`src/rtl/game_session_ctrl_if.sv`:
```
// Bundle of the game-flow controller's level-side signals: keycode, frame clock and
// per-player status go in; state, revive pulse, play enable, lives, time and end flags come out.
// master drives the inputs (keyboard/level side); slave is the session controller itself.
interface game_session_ctrl_if #(
    parameter int NUM_PLAYERS = 2,
    parameter int LIVES_W     = 2,
    parameter int TIME_W      = 10
);
    logic                   frame_clk;
    logic [7:0]             keycode;
    logic [NUM_PLAYERS-1:0] player_dead;
    logic [NUM_PLAYERS-1:0] player_at_exit;
    logic [2:0]             state;
    logic                   revive;
    logic                   play_en;
    logic [LIVES_W-1:0]     lives;
    logic [TIME_W-1:0]      elapsed_sec;
    logic                   gameover;
    logic                   gamewin;

    modport master (
        output frame_clk, keycode, player_dead, player_at_exit,
        input  state, revive, play_en, lives, elapsed_sec, gameover, gamewin
    );

    modport slave (
        input  frame_clk, keycode, player_dead, player_at_exit,
        output state, revive, play_en, lives, elapsed_sec, gameover, gamewin
    );
endinterface

```
`src/rtl/game_session_ctrl.sv`:
```
// Game-flow FSM: IDLE -> REVIVE -> PLAY -> PAUSE/DYING/WIN/OVER, shared lives, elapsed seconds.
// Latency: every output is decoded from registered state, one Clk after the causing input.
// No backpressure: key and frame events are edge-detected and consumed in the cycle they occur.
// Ports: Clk, Reset_n (sync, active low), sess_if (slave modport of game_session_ctrl_if).
module game_session_ctrl #(
    parameter int         NUM_PLAYERS    = 2,
    parameter int         LIVES          = 3,
    parameter int         LIVES_W        = 2,
    parameter int         TIME_W         = 10,
    parameter int         FRAMES_PER_SEC = 60,
    parameter int         DEATH_FRAMES   = 60,
    parameter logic [7:0] START_KEY      = 8'h28,
    parameter logic [7:0] PAUSE_KEY      = 8'h29
) (
    input  logic                Clk,
    input  logic                Reset_n,
    game_session_ctrl_if.slave  sess_if
);
    localparam int FCNT_W = (FRAMES_PER_SEC > 1) ? $clog2(FRAMES_PER_SEC) : 1;
    localparam int DCNT_W = (DEATH_FRAMES > 1) ? $clog2(DEATH_FRAMES) : 1;

    typedef enum logic [2:0] {
        ST_IDLE   = 3'd0,
        ST_REVIVE = 3'd1,
        ST_PLAY   = 3'd2,
        ST_PAUSE  = 3'd3,
        ST_DYING  = 3'd4,
        ST_OVER   = 3'd5,
        ST_WIN    = 3'd6
    } state_t;

    state_t             state_q;
    logic [LIVES_W-1:0] lives_q;
    logic [TIME_W-1:0]  elapsed_q;
    logic [FCNT_W-1:0]  frame_cnt_q;
    logic [DCNT_W-1:0]  death_cnt_q;
    logic               frame_q;
    logic               frame_prev_q;
    logic [7:0]         prev_keycode_q;

    logic start_ev;
    logic pause_ev;
    logic frame_pulse;

    // One event per key press: a held key only fires on the cycle it first appears.
    assign start_ev    = (sess_if.keycode == START_KEY) && (prev_keycode_q != START_KEY);
    assign pause_ev    = (sess_if.keycode == PAUSE_KEY) && (prev_keycode_q != PAUSE_KEY);
    // frame_clk is asynchronous to Clk; its registered copy is edge-detected to a 1-Clk pulse.
    assign frame_pulse = frame_q & ~frame_prev_q;

    always_ff @(posedge Clk) begin
        if (!Reset_n) begin
            state_q        <= ST_IDLE;
            lives_q        <= LIVES_W'(LIVES);
            elapsed_q      <= '0;
            frame_cnt_q    <= '0;
            death_cnt_q    <= '0;
            frame_q        <= 1'b0;
            frame_prev_q   <= 1'b0;
            prev_keycode_q <= 8'h00;
        end else begin
            frame_q        <= sess_if.frame_clk;
            frame_prev_q   <= frame_q;
            prev_keycode_q <= sess_if.keycode;

            case (state_q)
                ST_IDLE, ST_OVER, ST_WIN: begin
                    if (start_ev) begin
                        state_q     <= ST_REVIVE;
                        lives_q     <= LIVES_W'(LIVES);
                        elapsed_q   <= '0;
                        frame_cnt_q <= '0;
                    end
                end
                ST_REVIVE: state_q <= ST_PLAY;
                ST_PLAY: begin
                    // Death beats reaching the exits, which beats pausing; a frame pulse
                    // in a cycle that leaves PLAY is dropped.
                    if (|sess_if.player_dead) begin
                        state_q     <= ST_DYING;
                        lives_q     <= lives_q - LIVES_W'(1);
                        death_cnt_q <= '0;
                    end else if (&sess_if.player_at_exit) begin
                        state_q <= ST_WIN;
                    end else if (pause_ev) begin
                        state_q <= ST_PAUSE;
                    end else if (frame_pulse) begin
                        if (frame_cnt_q == FCNT_W'(FRAMES_PER_SEC - 1)) begin
                            frame_cnt_q <= '0;
                            if (elapsed_q != '1) begin
                                elapsed_q <= elapsed_q + TIME_W'(1);
                            end
                        end else begin
                            frame_cnt_q <= frame_cnt_q + FCNT_W'(1);
                        end
                    end
                end
                ST_PAUSE: begin
                    if (pause_ev) begin
                        state_q <= ST_PLAY;
                    end
                end
                ST_DYING: begin
                    if (frame_pulse) begin
                        if (death_cnt_q == DCNT_W'(DEATH_FRAMES - 1)) begin
                            death_cnt_q <= '0;
                            state_q     <= (lives_q == '0) ? ST_OVER : ST_REVIVE;
                        end else begin
                            death_cnt_q <= death_cnt_q + DCNT_W'(1);
                        end
                    end
                end
                default: state_q <= ST_IDLE;
            endcase
        end
    end

    assign sess_if.state       = state_q;
    assign sess_if.revive      = (state_q == ST_REVIVE);
    assign sess_if.play_en     = (state_q == ST_PLAY);
    assign sess_if.lives       = lives_q;
    assign sess_if.elapsed_sec = elapsed_q;
    assign sess_if.gameover    = (state_q == ST_OVER);
    assign sess_if.gamewin     = (state_q == ST_WIN);
endmodule

```
`src/flat_wrapper.sv`:
```
// flat-port wrapper written by rule: the top's interface ports become plain ports
module game_session_ctrl_flat 
#(
    parameter int         NUM_PLAYERS    = 2,
    parameter int         LIVES          = 3,
    parameter int         LIVES_W        = 2,
    parameter int         TIME_W         = 10,
    parameter int         FRAMES_PER_SEC = 60,
    parameter int         DEATH_FRAMES   = 60,
    parameter logic [7:0] START_KEY      = 8'h28,
    parameter logic [7:0] PAUSE_KEY      = 8'h29
)
  (Clk, Reset_n, sess_if_frame_clk, sess_if_keycode, sess_if_player_dead, sess_if_player_at_exit, sess_if_state, sess_if_revive, sess_if_play_en, sess_if_lives, sess_if_elapsed_sec, sess_if_gameover, sess_if_gamewin);
  game_session_ctrl_if #(.NUM_PLAYERS(NUM_PLAYERS), .LIVES_W(LIVES_W), .TIME_W(TIME_W)) sess_if_i ();
  input  logic Clk;
  input  logic Reset_n;
  input wire logic [$bits(sess_if_i.frame_clk)-1:0] sess_if_frame_clk;
  input wire logic [$bits(sess_if_i.keycode)-1:0] sess_if_keycode;
  input wire logic [$bits(sess_if_i.player_dead)-1:0] sess_if_player_dead;
  input wire logic [$bits(sess_if_i.player_at_exit)-1:0] sess_if_player_at_exit;
  output wire logic [$bits(sess_if_i.state)-1:0] sess_if_state;
  output wire logic [$bits(sess_if_i.revive)-1:0] sess_if_revive;
  output wire logic [$bits(sess_if_i.play_en)-1:0] sess_if_play_en;
  output wire logic [$bits(sess_if_i.lives)-1:0] sess_if_lives;
  output wire logic [$bits(sess_if_i.elapsed_sec)-1:0] sess_if_elapsed_sec;
  output wire logic [$bits(sess_if_i.gameover)-1:0] sess_if_gameover;
  output wire logic [$bits(sess_if_i.gamewin)-1:0] sess_if_gamewin;
  assign sess_if_i.frame_clk = sess_if_frame_clk;
  assign sess_if_i.keycode = sess_if_keycode;
  assign sess_if_i.player_dead = sess_if_player_dead;
  assign sess_if_i.player_at_exit = sess_if_player_at_exit;
  assign sess_if_state = sess_if_i.state;
  assign sess_if_revive = sess_if_i.revive;
  assign sess_if_play_en = sess_if_i.play_en;
  assign sess_if_lives = sess_if_i.lives;
  assign sess_if_elapsed_sec = sess_if_i.elapsed_sec;
  assign sess_if_gameover = sess_if_i.gameover;
  assign sess_if_gamewin = sess_if_i.gamewin;
  game_session_ctrl #(.NUM_PLAYERS(NUM_PLAYERS), .LIVES(LIVES), .LIVES_W(LIVES_W), .TIME_W(TIME_W), .FRAMES_PER_SEC(FRAMES_PER_SEC), .DEATH_FRAMES(DEATH_FRAMES), .START_KEY(START_KEY), .PAUSE_KEY(PAUSE_KEY)) u_core (.Clk(Clk), .Reset_n(Reset_n), .sess_if(sess_if_i));
endmodule
```
`config.mk`:
```
export PLATFORM = sky130hd
export DESIGN_NAME = game_session_ctrl_flat
export DESIGN_NICKNAME = d
export VERILOG_FILES = /design/src/rtl/game_session_ctrl_if.sv /design/src/rtl/game_session_ctrl.sv /design/src/flat_wrapper.sv
export SDC_FILE = /design/constraint.sdc
export NUM_CORES = 1
export LEC_CHECK = 0
export ABC_AREA = 1
export BUFFER_PORTS_ARGS = -buffer_cell sky130_fd_sc_hd__buf_2
export CORE_ASPECT_RATIO = 0.8
export CORE_MARGIN = 2
export CORE_UTILIZATION = 56
export CTS_CLUSTER_SIZE = 14
export DETAILED_ROUTE_END_ITERATION = 12
export PLACE_DENSITY = 0.79
export SYNTH_ARGS = -nofsm -noshare
export SYNTH_HDL_FRONTEND = slang
export SYNTH_SLANG_ARGS = --single-unit
```
`constraint.sdc`:
```
create_clock -name Clk -period 1.9 [get_ports Clk]
set_input_delay 0.38 -clock Clk [delete_from_list [all_inputs] [get_ports Clk]]
set_output_delay 0.38 -clock Clk [all_outputs]
set_load 0.01 [all_outputs]
```
==> results.py, run 1 <==
metrics = {
    "placement": {
        "detailedPlace.worstSlack_ps": 102,
        "gp_routability_congestion": 0.863,
        "dpl_cell_area_mm2": 0.00240,
        "port_buffers": 33,
        "dp.final_hpwl_um": 3540,
    },
    "global_route": {
        "antenna_found_initial": 0,
        "global_route_wire_length_before_repair_um": 7810,
        "pin_count_of_the_biggest_net_entering_global_routing": 16,
        "gr-usage-all-layers_pct": 22.7,
        "grt_pass1_vias": 1810,
        "grt_remaining_overflow": 0,
    },
    "logic_synthesis": {
        "synthTopCellsByArea": "sky130_fd_sc_hd__dfxtp_1 (34%), sky130_fd_sc_hd__nand2_1 (16%), sky130_fd_sc_hd__inv_1 (9.1%), sky130_fd_sc_hd__nor2_1 (6.9%), sky130_fd_sc_hd__nand3_1 (6.2%)",
        "synth.most_common_cell": "sky130_fd_sc_hd__nand2_1",
        "number_of_synthesized_register_bits": 37,
        "synth_cell_types": 33,
        "yosys.area.top_type_share_pct": 33.9,
        "synth_area_leader_cell": "sky130_fd_sc_hd__dfxtp_1",
        "synth-edff-count": 0,
        "seq_area_frac_synth_pct": 33.9,
        "synth_area_per_cell_um2": 6.38,
        "post_synth_instance_area_mm2": 0.00218,
        "asyncSetResetFlopFracSynth_pct": 0,
        "syn_nets": 361,
        "postSynth.topFlopCell": "sky130_fd_sc_hd__dfxtp_1",
        "ys_top_cells_by_count": "sky130_fd_sc_hd__nand2_1 (95), sky130_fd_sc_hd__inv_1 (53), sky130_fd_sc_hd__nor2_1 (40)",
        "synth_cells": 342,
        "synth-warning-count": 0,
    },
    "cts": {
        "tritoncts.num_buffers": 5,
        "cts_tree": "yes",
        "path_clk_slew_ps": 70,
        "cts.sinks": 37,
        "clockRootBuffer": "sky130_fd_sc_hd__clkbuf_8",
        "clockBufferDepth": 2,
        "cts_hold_buffers": 0,
        "htree_num_levels": 2,
        "cts.repair_timing.setup_buffer_count": 0,
        "insertion_delay_ps": 290,
    },
    "setup_path": {
        "timing.critical_path.to_type": "primary output",
        "required_ps": 1520,
        "rr_startpoint": "u_core.sess_if.state[1]",
        "regToRegSetupSlack_ps": 160,
        "worstPathArrival_ps": 1400,
        "crit_fanout": 9,
        "endpoint": "sess_if_play_en",
        "timing.reg2reg.worst_path_depth": 9,
        "worstSetupStartpointType": "flip-flop",
        "critical_path_type": "reg2out",
        "r2r_end": "u_core.sess_if.elapsed_sec[8]",
        "crit_start": "u_core.sess_if.state[0]",
    },
    "routing": {
        "vias": 2146,
        "wl_per_cell_um": 10.4,
        "drcViolationCount": 0,
        "via_per_inst": 4.92,
        "detailedRoute.firstIterationViolations": 131,
        "1st_pass_router_iterations": 4,
        "antenna_violating_nets_post_route": 0,
        "finalWirelength_um": 4550,
    },
    "sta": {
        "tns_ps": 0,
        "timing.hold.ws_ps": 272,
        "timing.slew.headroom_pct": 69.0,
        "timing_hold_violations_final": 0,
        "worst_clock_skew_ps": 6.33,
        "setup_viol": 0,
        "timing.final.crit_period_ps": 1780,
        "timing_max_transition_violations_final": 0,
        "min_period_over_period_pct": 93.4,
        "rsz0062_at_grt": "false",
        "max_slew.worst_pin.slew_ps": 464,
        "max_freq_mhz": 563,
        "worst_slack_setup_final_ps": 125,
    },
    "floorplan": {
        "core_mm2": 0.00378,
        "row_count": 20,
        "start_util_pct": 57.8,
        "die_w_um": 73.8,
        "overall_die_height_um": 59.9,
        "pin_count": 34,
        "die_area_mm2": 0.00442,
    },
    "cells_and_area": {
        "final_area_mm2": 0.00249,
        "post_route_cells_drive_above_1_share_pct": 17.3,
        "fillCellCount": 343,
        "num_antenna_cells": 0,
        "layout.core_utilization_pct": 65.9,
        "finalNetCount": 400,
        "syn_to_final_growth_pct": 14.1,
    },
    "power_and_ir_drop": {
        "power.leakage_nw": 1.21,
        "irDropWorstVdd_uv": 674,
        "powerDensity_mw_per_mm2": 1080,
    },
    "hold_path": {
        "worst_min_path_class": "in2reg",
    },
    "flow_run": {
        "maxCapViolCount": 0,
    },
    "run_status": {
        "status": "finished clean",
    },
}
==> power breakdown <==
part           switching, mW  internal, mW
sequential            0.0825         0.863
clock                  0.267         0.288
combinational          0.794         0.391
total                   1.14          1.54
==> through the flow <==
stage / power, mW / std cells
4_1_cts: 2.69 / 436
2_1_floorplan: 1.89 / 342
5_1_grt: 2.90 / 436
3_5_place_dp: 2.14 / 429
3_3_place_gp: 2.12 / 429
6_report: 2.69 / 436
==> area by class of cell <==
class / instances / area (µm²) / share of cell area, %
Multi-Input combinational cell: 240 / 1160 / 46.8
Sequential cell: 37 / 741 / 29.7
Inverter: 58 / 220 / 8.84
Timing Repair Buffer: 39 / 210 / 8.44
Clock buffer: 7 / 86.3 / 3.47
Tap cell: 55 / 68.8 / 2.76
==> state kept, by name, summed over array words and instances (netlist names) <==
| signal | flops |
|---|---|
| u_core.sess_if.lives | 2 |
| u_core.frame_cnt_q | 6 |
| u_core.sess_if.state | 3 |
| u_core.frame_q | 1 |
| u_core.death_cnt_q | 6 |
| u_core.prev_keycode_q | 8 |
| u_core.sess_if.elapsed_sec | 10 |
| u_core.frame_prev_q | 1 |
==> logic make-up (layout without fill, tap and decap cells) <==
| logic type | after synthesis | after routing | synth area share (%) |
|---|---|---|---|
| XOR/XNOR | 3 | 3 | 1.20 |
| AO/OA/AOI/OAI | 33 | 33 | 8.31 |
| buffers and inverters | 65 | 104 | 13.0 |
| flip-flops | 37 | 37 | 33.9 |
| AND/OR/NAND/NOR | 200 | 200 | 41.3 |
| adder cells (fa/ha/maj) | 4 | 4 | 2.29 |
==> worst min path at each step <==
stage                                  start                       end  slack, ps  depth (start not counted)
after floorplan               u_core.frame_q       u_core.frame_prev_q        410                          2
after global placement        u_core.frame_q       u_core.frame_prev_q        410                          2
after detailed placement      u_core.frame_q       u_core.frame_prev_q        430                          2
after CTS                  sess_if_frame_clk            u_core.frame_q        270                          3
after global routing      sess_if_keycode[2]  u_core.prev_keycode_q[2]        290                          3
final                      sess_if_frame_clk            u_core.frame_q        270                          3
==> timing repair <==
action                                 in CTS  in global routing
setup endpoints to repair                   0                  8
endpoints found under the hold margin       0                  0
gates resized for setup                     0                  2
==> critical path, cell delays in order, from the launching register on <==
cell	delay, ps
sky130_fd_sc_hd__dfxtp_1	350
sky130_fd_sc_hd__inv_2	100
sky130_fd_sc_hd__nand2_1	100
sky130_fd_sc_hd__nor2_4	240
sky130_fd_sc_hd__buf_4	190
sky130_fd_sc_hd__buf_2	130
==> cells in the final DEF, fill, tap and decap left out, types with 2 or more instances in the layout <==
| master | instances |
|---|---|
| sky130_fd_sc_hd__nor3_1 | 12 |
| sky130_fd_sc_hd__dfxtp_1 | 37 |
| sky130_fd_sc_hd__nand3_1 | 27 |
| sky130_fd_sc_hd__nand2_1 | 95 |
| sky130_fd_sc_hd__nor2_1 | 40 |
| sky130_fd_sc_hd__buf_2 | 33 |
| sky130_fd_sc_hd__clkbuf_8 | 6 |
| sky130_fd_sc_hd__o211ai_1 | 2 |
| sky130_fd_sc_hd__a21oi_1 | 18 |
| sky130_fd_sc_hd__nor3b_1 | 2 |
| sky130_fd_sc_hd__nand4_1 | 7 |
| sky130_fd_sc_hd__nand2_4 | 2 |
| sky130_fd_sc_hd__or2_2 | 2 |
| sky130_fd_sc_hd__inv_2 | 5 |
| sky130_fd_sc_hd__ha_1 | 4 |
| sky130_fd_sc_hd__nor2_4 | 3 |
| sky130_fd_sc_hd__o21bai_1 | 3 |
| sky130_fd_sc_hd__inv_1 | 52 |
| sky130_fd_sc_hd__o21ai_0 | 8 |
| sky130_fd_sc_hd__xor2_1 | 3 |
| sky130_fd_sc_hd__nor2_2 | 3 |
| sky130_fd_sc_hd__buf_4 | 6 |
| sky130_fd_sc_hd__nand2_2 | 2 |
==> layer usage <==
layer | track usage, % | routed length, µm | vias up
met5 | 0 | 0 | -
met2 | 34.1 | 1940 | 52
li1 | - | - | 1151
met4 | 5.19 | 29 | 0
met3 | 5.06 | 327 | 4
met1 | 33.2 | 2250 | 939
(Power assumes the default switching activity.)
==> run 2: changes to the inputs <==
ABC_AREA = default   (was 1)
==> run 2 against run 1 <==
  * The flow now finishes with violations (negative setup slack)
  * Sequential share of layout area is 4.5 points lower
  * Worst setup slack worse by 360 ps
  * Via count is 9.6% higher
  * Combinational power down 88%
  * First-iteration DRC count increased by 100%
  * Non-clock buffer count up 28
  * Critical path depth up 1
  * Largest power group is now clock
==> results.py, run 2 <==
metrics = {
    "logic_synthesis": {
        "synth.most_common_cell": "sky130_fd_sc_hd__dfxtp_1",
        "synth_area_per_cell_um2": 8.48,
        "postSynth.topFlopCell": "sky130_fd_sc_hd__dfxtp_1",
        "largest_family_of_logic_cells_by_synthesized_area": "simple AND/OR/NAND/NOR gates",
        "asyncSetResetFlopFracSynth_pct": 0,
        "synth_compound_area_share_pct": 23.4,
        "post_synth_and_or_nand_nor_area_fraction_pct": 33.3,
        "synth-warning-count": 0,
        "synth_mux_area_share_pct": 0.517,
        "area_share_of_xor_xnor_cells_in_the_synthesized_design_pct": 2.41,
        "syn_nets": 276,
        "synth_cell_types": 67,
        "seq_area_frac_synth_pct": 34.0,
        "yosys.area.top_type_share_pct": 34.0,
        "ys_top_cells_by_count": "sky130_fd_sc_hd__dfxtp_1 (37), sky130_fd_sc_hd__nand2_1 (24), sky130_fd_sc_hd__nor2_1 (16)",
        "number_of_synthesized_register_bits": 37,
        "synth-adder-area-share_pct": 2.30,
        "synth_area_leader_cell": "sky130_fd_sc_hd__dfxtp_1",
        "synth-edff-count": 0,
        "post_synth_instance_area_mm2": 0.00218,
        "synthTopCellsByArea": "sky130_fd_sc_hd__dfxtp_1 (34%), sky130_fd_sc_hd__nand2_1 (4.1%), sky130_fd_sc_hd__and2_1 (3.4%), sky130_fd_sc_hd__nand3_1 (3.2%), sky130_fd_sc_hd__nor2_1 (2.8%)",
        "synth_cells": 257,
    },
    "routing": {
        "antenna_violating_nets_post_route": 0,
        "finalWirelength_um": 6490,
        "detailedRoute.firstIterationViolations": 262,
        "wl_per_cell_um": 17.8,
        "1st_pass_router_iterations": 5,
        "vias": 2353,
        "via_per_inst": 6.46,
        "drcViolationCount": 0,
    },
    "power_and_ir_drop": {
        "irDropWorstVdd_uv": 508,
        "power.leakage_nw": 1.17,
        "report.power.total_mw": 1.78,
        "powerDensity_mw_per_mm2": 603,
    },
    "sta": {
        "rsz0062_at_grt": "true",
        "min_period_over_period_pct": 112,
        "max_slew.worst_pin.slew_ps": 680,
        "timing.slew.headroom_pct": 54.6,
        "setup_viol": 21,
        "worst_slack_setup_final_ps": -234,
        "tns_ps": -2000,
        "timing.final.crit_period_ps": 2130,
        "timing_hold_violations_final": 0,
        "timing_max_transition_violations_final": 0,
        "max_freq_mhz": 469,
        "worst_clock_skew_ps": 5.89,
    },
    "global_route": {
        "global_route_wire_length_before_repair_um": 9800,
        "grt_pass1_vias": 2035,
        "gr-usage-all-layers_pct": 29.3,
        "grt_remaining_overflow": 0,
        "pin_count_of_the_biggest_net_entering_global_routing": 17,
        "antenna_found_initial": 0,
    },
    "cells_and_area": {
        "post_route_cells_drive_above_1_share_pct": 35.3,
        "largest_register_ff_count": 10,
        "final_common_cell": "sky130_fd_sc_hd__dfxtp_1",
        "final_cell_mix": "sky130_fd_sc_hd__dfxtp_1 (36), sky130_fd_sc_hd__buf_2 (31), sky130_fd_sc_hd__buf_4 (28)",
        "layout.core_utilization_pct": 78.5,
        "finalNetCount": 338,
        "syn_to_final_growth_pct": 35.2,
        "num_antenna_cells": 0,
    },
    "cts": {
        "tritoncts.num_buffers": 5,
        "insertion_delay_ps": 300,
        "cts_tree": "yes",
        "clockBufferDepth": 2,
        "path_clk_slew_ps": 80,
        "clockRootBuffer": "sky130_fd_sc_hd__clkbuf_8",
        "cts.sinks": 37,
        "htree_num_levels": 2,
    },
    "floorplan": {
        "core_mm2": 0.00375,
        "overall_die_height_um": 59.8,
        "start_util_pct": 58.0,
        "die_w_um": 73.7,
        "die_area_mm2": 0.00441,
        "pin_count": 34,
        "row_count": 20,
    },
    "setup_path": {
        "slowest_delay_ps": 580,
        "timing.critical_path.cells": "buf_6 -> or4b_4 -> or4_4 -> a211oi_2 -> nor3_2 -> mux2_1",
        "crit_fanout": 5,
        "regToRegSetupSlack_ps": -150,
        "critical_path_type": "in2reg",
        "cell_with_the_largest_stage_delay_on_the_worst_path": "sky130_fd_sc_hd__or4b_4",
        "critical-path-top-delay-family": "simple AND/OR/NAND/NOR gates",
        "worstPathBufferInverterCount": 1,
        "worstPathArrival_ps": 2330,
        "worstSetupStartpointType": "input port",
        "timing.critical_path.to_type": "flip-flop",
        "required_ps": 2090,
    },
    "run_status": {
        "status": "finished, violations left",
        "failed_checks": "negative setup slack",
    },
    "hold_path": {
        "worst_min_path_class": "in2reg",
    },
    "placement": {
        "dp.final_hpwl_um": 4100,
        "detailedPlace.worstSlack_ps": -468,
        "gp_routability_congestion": 0.947,
        "port_buffers": 33,
    },
    "flow_run": {
        "maxCapViolCount": 0,
    },
}
## run 2: path summary, 6_finish.rpt
path,depth (start not counted),endpoint,start
hold reg to reg,1,u_core.frame_prev_q,u_core.frame_q
hold / removal,2,u_core.prev_keycode_q[4],sess_if_keycode[4]
setup / recovery,6,u_core.sess_if.lives[1],sess_if_keycode[6]
setup reg to reg,6,u_core.frame_cnt_q[3],u_core.prev_keycode_q[4]
## run 2: where the power goes
part	leakage, nW	total [mW]	internal [mW]	switching (mW)
clock network	0.0681	0.839	0.522	0.317
registers	0.301	0.797	0.789	0.00800
logic	0.805	0.142	0.0606	0.0809
## run 2: stage by stage
step	instances	hold slack (ps)	cell area, µm²
finish	364	269	2950
global placement	352	432	2590
global route	364	269	2950
CTS	363	283	2820
detailed placement	352	440	2590
floorplan	257	421	2190
## run 2: logic make-up (layout without fill, tap and decap cells)
| kind of cell | Yosys count | after routing |
|---|---|---|
| AND/OR/NAND/NOR | 120 | 120 |
| AO/OA/AOI/OAI | 69 | 69 |
| flip-flops | 37 | 37 |
| buffers and inverters | 20 | 83 |
| XOR/XNOR | 6 | 6 |
| adder cells (fa/ha/maj) | 4 | 4 |
| multiplexers | 1 | 1 |
## run 2: area by class of cell
type / count / area (µm²)
sequential: 37 / 742
timing repair buffer: 67 / 464
clock buffer: 5 / 68.8
clock inverter: 3 / 65.1
tap: 44 / 55.1
multi-input combinational: 200 / 1520
fill: 256 / 808
inverter: 8 / 30.0
## run 2: metal layers
layer	vias to the layer above	track usage [%]	wire length [µm]
li1	1099	-	-
met4	0	10.1	175
met3	24	5.90	494
met1	1094	40.6	2760
met2	136	45.4	3050
met5	-	0	0
## run 2: worst register-to-register path, stage by stage, from the launching register on
cell and delay [ps]:
sky130_fd_sc_hd__dfxtp_2 330, sky130_fd_sc_hd__or4b_4 560, sky130_fd_sc_hd__or4_4 460, sky130_fd_sc_hd__and3_4 200
sky130_fd_sc_hd__buf_6 120, sky130_fd_sc_hd__o21ai_4 150, sky130_fd_sc_hd__o22ai_1 110
## run 2: timing repair
action	4_1_cts	5_1_grt
hold buffers	0	0
endpoints found under the hold margin	0	0
setup buffers	3	1
pin swaps	8	11
resized for setup	13	23
endpoints found under the setup margin	20	27
==> run 3: changes to the inputs <==
SKIP_CTS_REPAIR_TIMING = 1   (was default)
SLEW_MARGIN = 20   (was default)
==> run 3 against run 2 <==
  * The flow still finishes with violations (negative setup slack)
  * Critical path depth did not move
  * Final area down 0.30%
  * Combinational power about the same
  * Register-to-register slack lost 50 ps
  * Maximum frequency rose by 0.17%
  * Die area stayed put
  * Routed wire length rose by 1.7%
  * Global-route usage decreased by 0.94 points
  * Non-clock buffer count unchanged
  * Final cell count unchanged
  * Sequential power barely moved
  * Core utilization shrank 0.23 points
==> results.py, run 3 (synthesis results as in run 2) <==
metrics = {
    "run_status": {
        "failed_checks": "negative setup slack",
        "status": "finished, violations left",
    },
    "setup_path": {
        "worstSetupStartpointType": "input port",
        "rr_startpoint": "u_core.prev_keycode_q[6]",
        "timing.critical_path.to_type": "flip-flop",
        "crit_start": "sess_if_keycode[1]",
        "crit_fanout": 5,
        "worstPathArrival_ps": 2330,
        "critical_path_type": "in2reg",
        "timing.reg2reg.worst_path_depth": 6,
        "required_ps": 2100,
    },
    "cts": {
        "clockRootBuffer": "sky130_fd_sc_hd__clkbuf_8",
        "htree_num_levels": 2,
        "path_clk_slew_ps": 90,
        "insertion_delay_ps": 310,
        "tritoncts.num_buffers": 5,
        "clockBufferDepth": 2,
        "cts_tree": "yes",
        "cts.sinks": 37,
    },
    "sta": {
        "min_period_over_period_pct": 112,
        "worst_clock_skew_ps": 9.96,
        "rsz0062_at_grt": "true",
        "timing.slew.headroom_pct": 60.7,
        "timing_hold_violations_final": 0,
        "timing.hold.ws_ps": 266,
        "tns_ps": -2440,
        "timing_max_transition_violations_final": 0,
        "max_freq_mhz": 469,
        "setup_viol": 21,
        "worst_slack_setup_final_ps": -231,
        "timing.final.crit_period_ps": 2130,
        "max_slew.worst_pin.slew_ps": 588,
    },
    "floorplan": {
        "start_util_pct": 58.0,
        "core_mm2": 0.00375,
        "row_count": 20,
        "die_area_mm2": 0.00441,
        "die_w_um": 73.7,
        "overall_die_height_um": 59.8,
        "pin_count": 34,
    },
    "routing": {
        "detailedRoute.firstIterationViolations": 257,
        "via_per_inst": 6.53,
        "finalWirelength_um": 6600,
        "wl_per_cell_um": 18.1,
        "drcViolationCount": 0,
        "1st_pass_router_iterations": 5,
        "antenna_violating_nets_post_route": 0,
        "vias": 2377,
    },
    "cells_and_area": {
        "finalNetCount": 338,
        "num_antenna_cells": 0,
        "layout.core_utilization_pct": 78.2,
        "fillCellCount": 256,
        "largest_register_ff_count": 10,
        "syn_to_final_growth_pct": 34.8,
        "final_cell_mix": "sky130_fd_sc_hd__dfxtp_1 (36), sky130_fd_sc_hd__buf_2 (31), sky130_fd_sc_hd__buf_4 (27)",
        "post_route_cells_drive_above_1_share_pct": 34.4,
        "final_common_cell": "sky130_fd_sc_hd__dfxtp_1",
    },
    "global_route": {
        "grt_remaining_overflow": 0,
        "antenna_found_initial": 0,
        "global_route_wire_length_before_repair_um": 9550,
        "gr-usage-all-layers_pct": 28.3,
        "pin_count_of_the_biggest_net_entering_global_routing": 17,
        "grt_pass1_vias": 1989,
    },
    "flow_run": {
        "maxCapViolCount": 0,
    },
    "power_and_ir_drop": {
        "irDropWorstVdd_uv": 481,
        "power.leakage_nw": 1.18,
        "powerDensity_mw_per_mm2": 606,
    },
    "placement": {
        "port_buffers": 33,
        "gp_routability_congestion": 0.947,
        "dp.final_hpwl_um": 4100,
    },
    "hold_path": {
        "hp-start": "sess_if_keycode[1]",
        "worst_min_path_class": "in2reg",
        "hold-path-cell-count": 2,
    },
}
[run 3: area by class of cell]
class | instances | area, µm² | area share, %
sequential | 37 | 742 | 25.3
clock inverter | 3 | 65.1 | 2.22
clock buffer | 5 | 68.8 | 2.34
tap | 44 | 55.1 | 1.87
timing repair buffer | 67 | 468 | 15.9
multi-input combinational | 200 | 1510 | 51.3
inverter | 8 | 30.0 | 1.02
[run 3: where the power goes]
part	internal (mW)	switching [mW]	total (mW)	leakage, nW
Clock	0.522	0.319	0.841	0.0681
Sequential	0.789	0.00835	0.797	0.301
Combinational	0.0603	0.0801	0.140	0.807
Total	1.37	0.408	1.78	1.18
[run 3: per-layer routing]
layer | routed length, µm | vias up | global-route usage [%]
met1 | 2790 | 1101 | 40.3
li1 | - | 1099 | -
met3 | 568 | 23 | 5.56
met2 | 3040 | 154 | 42.7
met4 | 198 | 0 | 10.1
met5 | 0 | - | 0
[run 3: final timing paths]
check | to | slack, ps
max | u_core.sess_if.state[0] | -230
min reg2reg | u_core.frame_prev_q | 460
min | u_core.prev_keycode_q[1] | 270
max reg2reg | u_core.frame_cnt_q[4] | -200
[run 3: critical path: stages]
cell                       delay [ps]
sky130_fd_sc_hd__buf_6             90
sky130_fd_sc_hd__or4b_4           580
sky130_fd_sc_hd__or4_4            580
sky130_fd_sc_hd__o31ai_4          270
sky130_fd_sc_hd__nand2_1          120
sky130_fd_sc_hd__a311oi_2         300
[run 3: through the flow]
stage / instance area, µm² / setup slack, ps / std cells / power, mW
floorplan: 2190 / -238 / 257 / 0.881
global placement: 2590 / -383 / 352 / 0.927
detailed placement: 2590 / -468 / 352 / 0.931
CTS: 2720 / -168 / 360 / 1.75
global route: 2940 / -239 / 364 / 1.82
finish: 2940 / -231 / 364 / 1.78
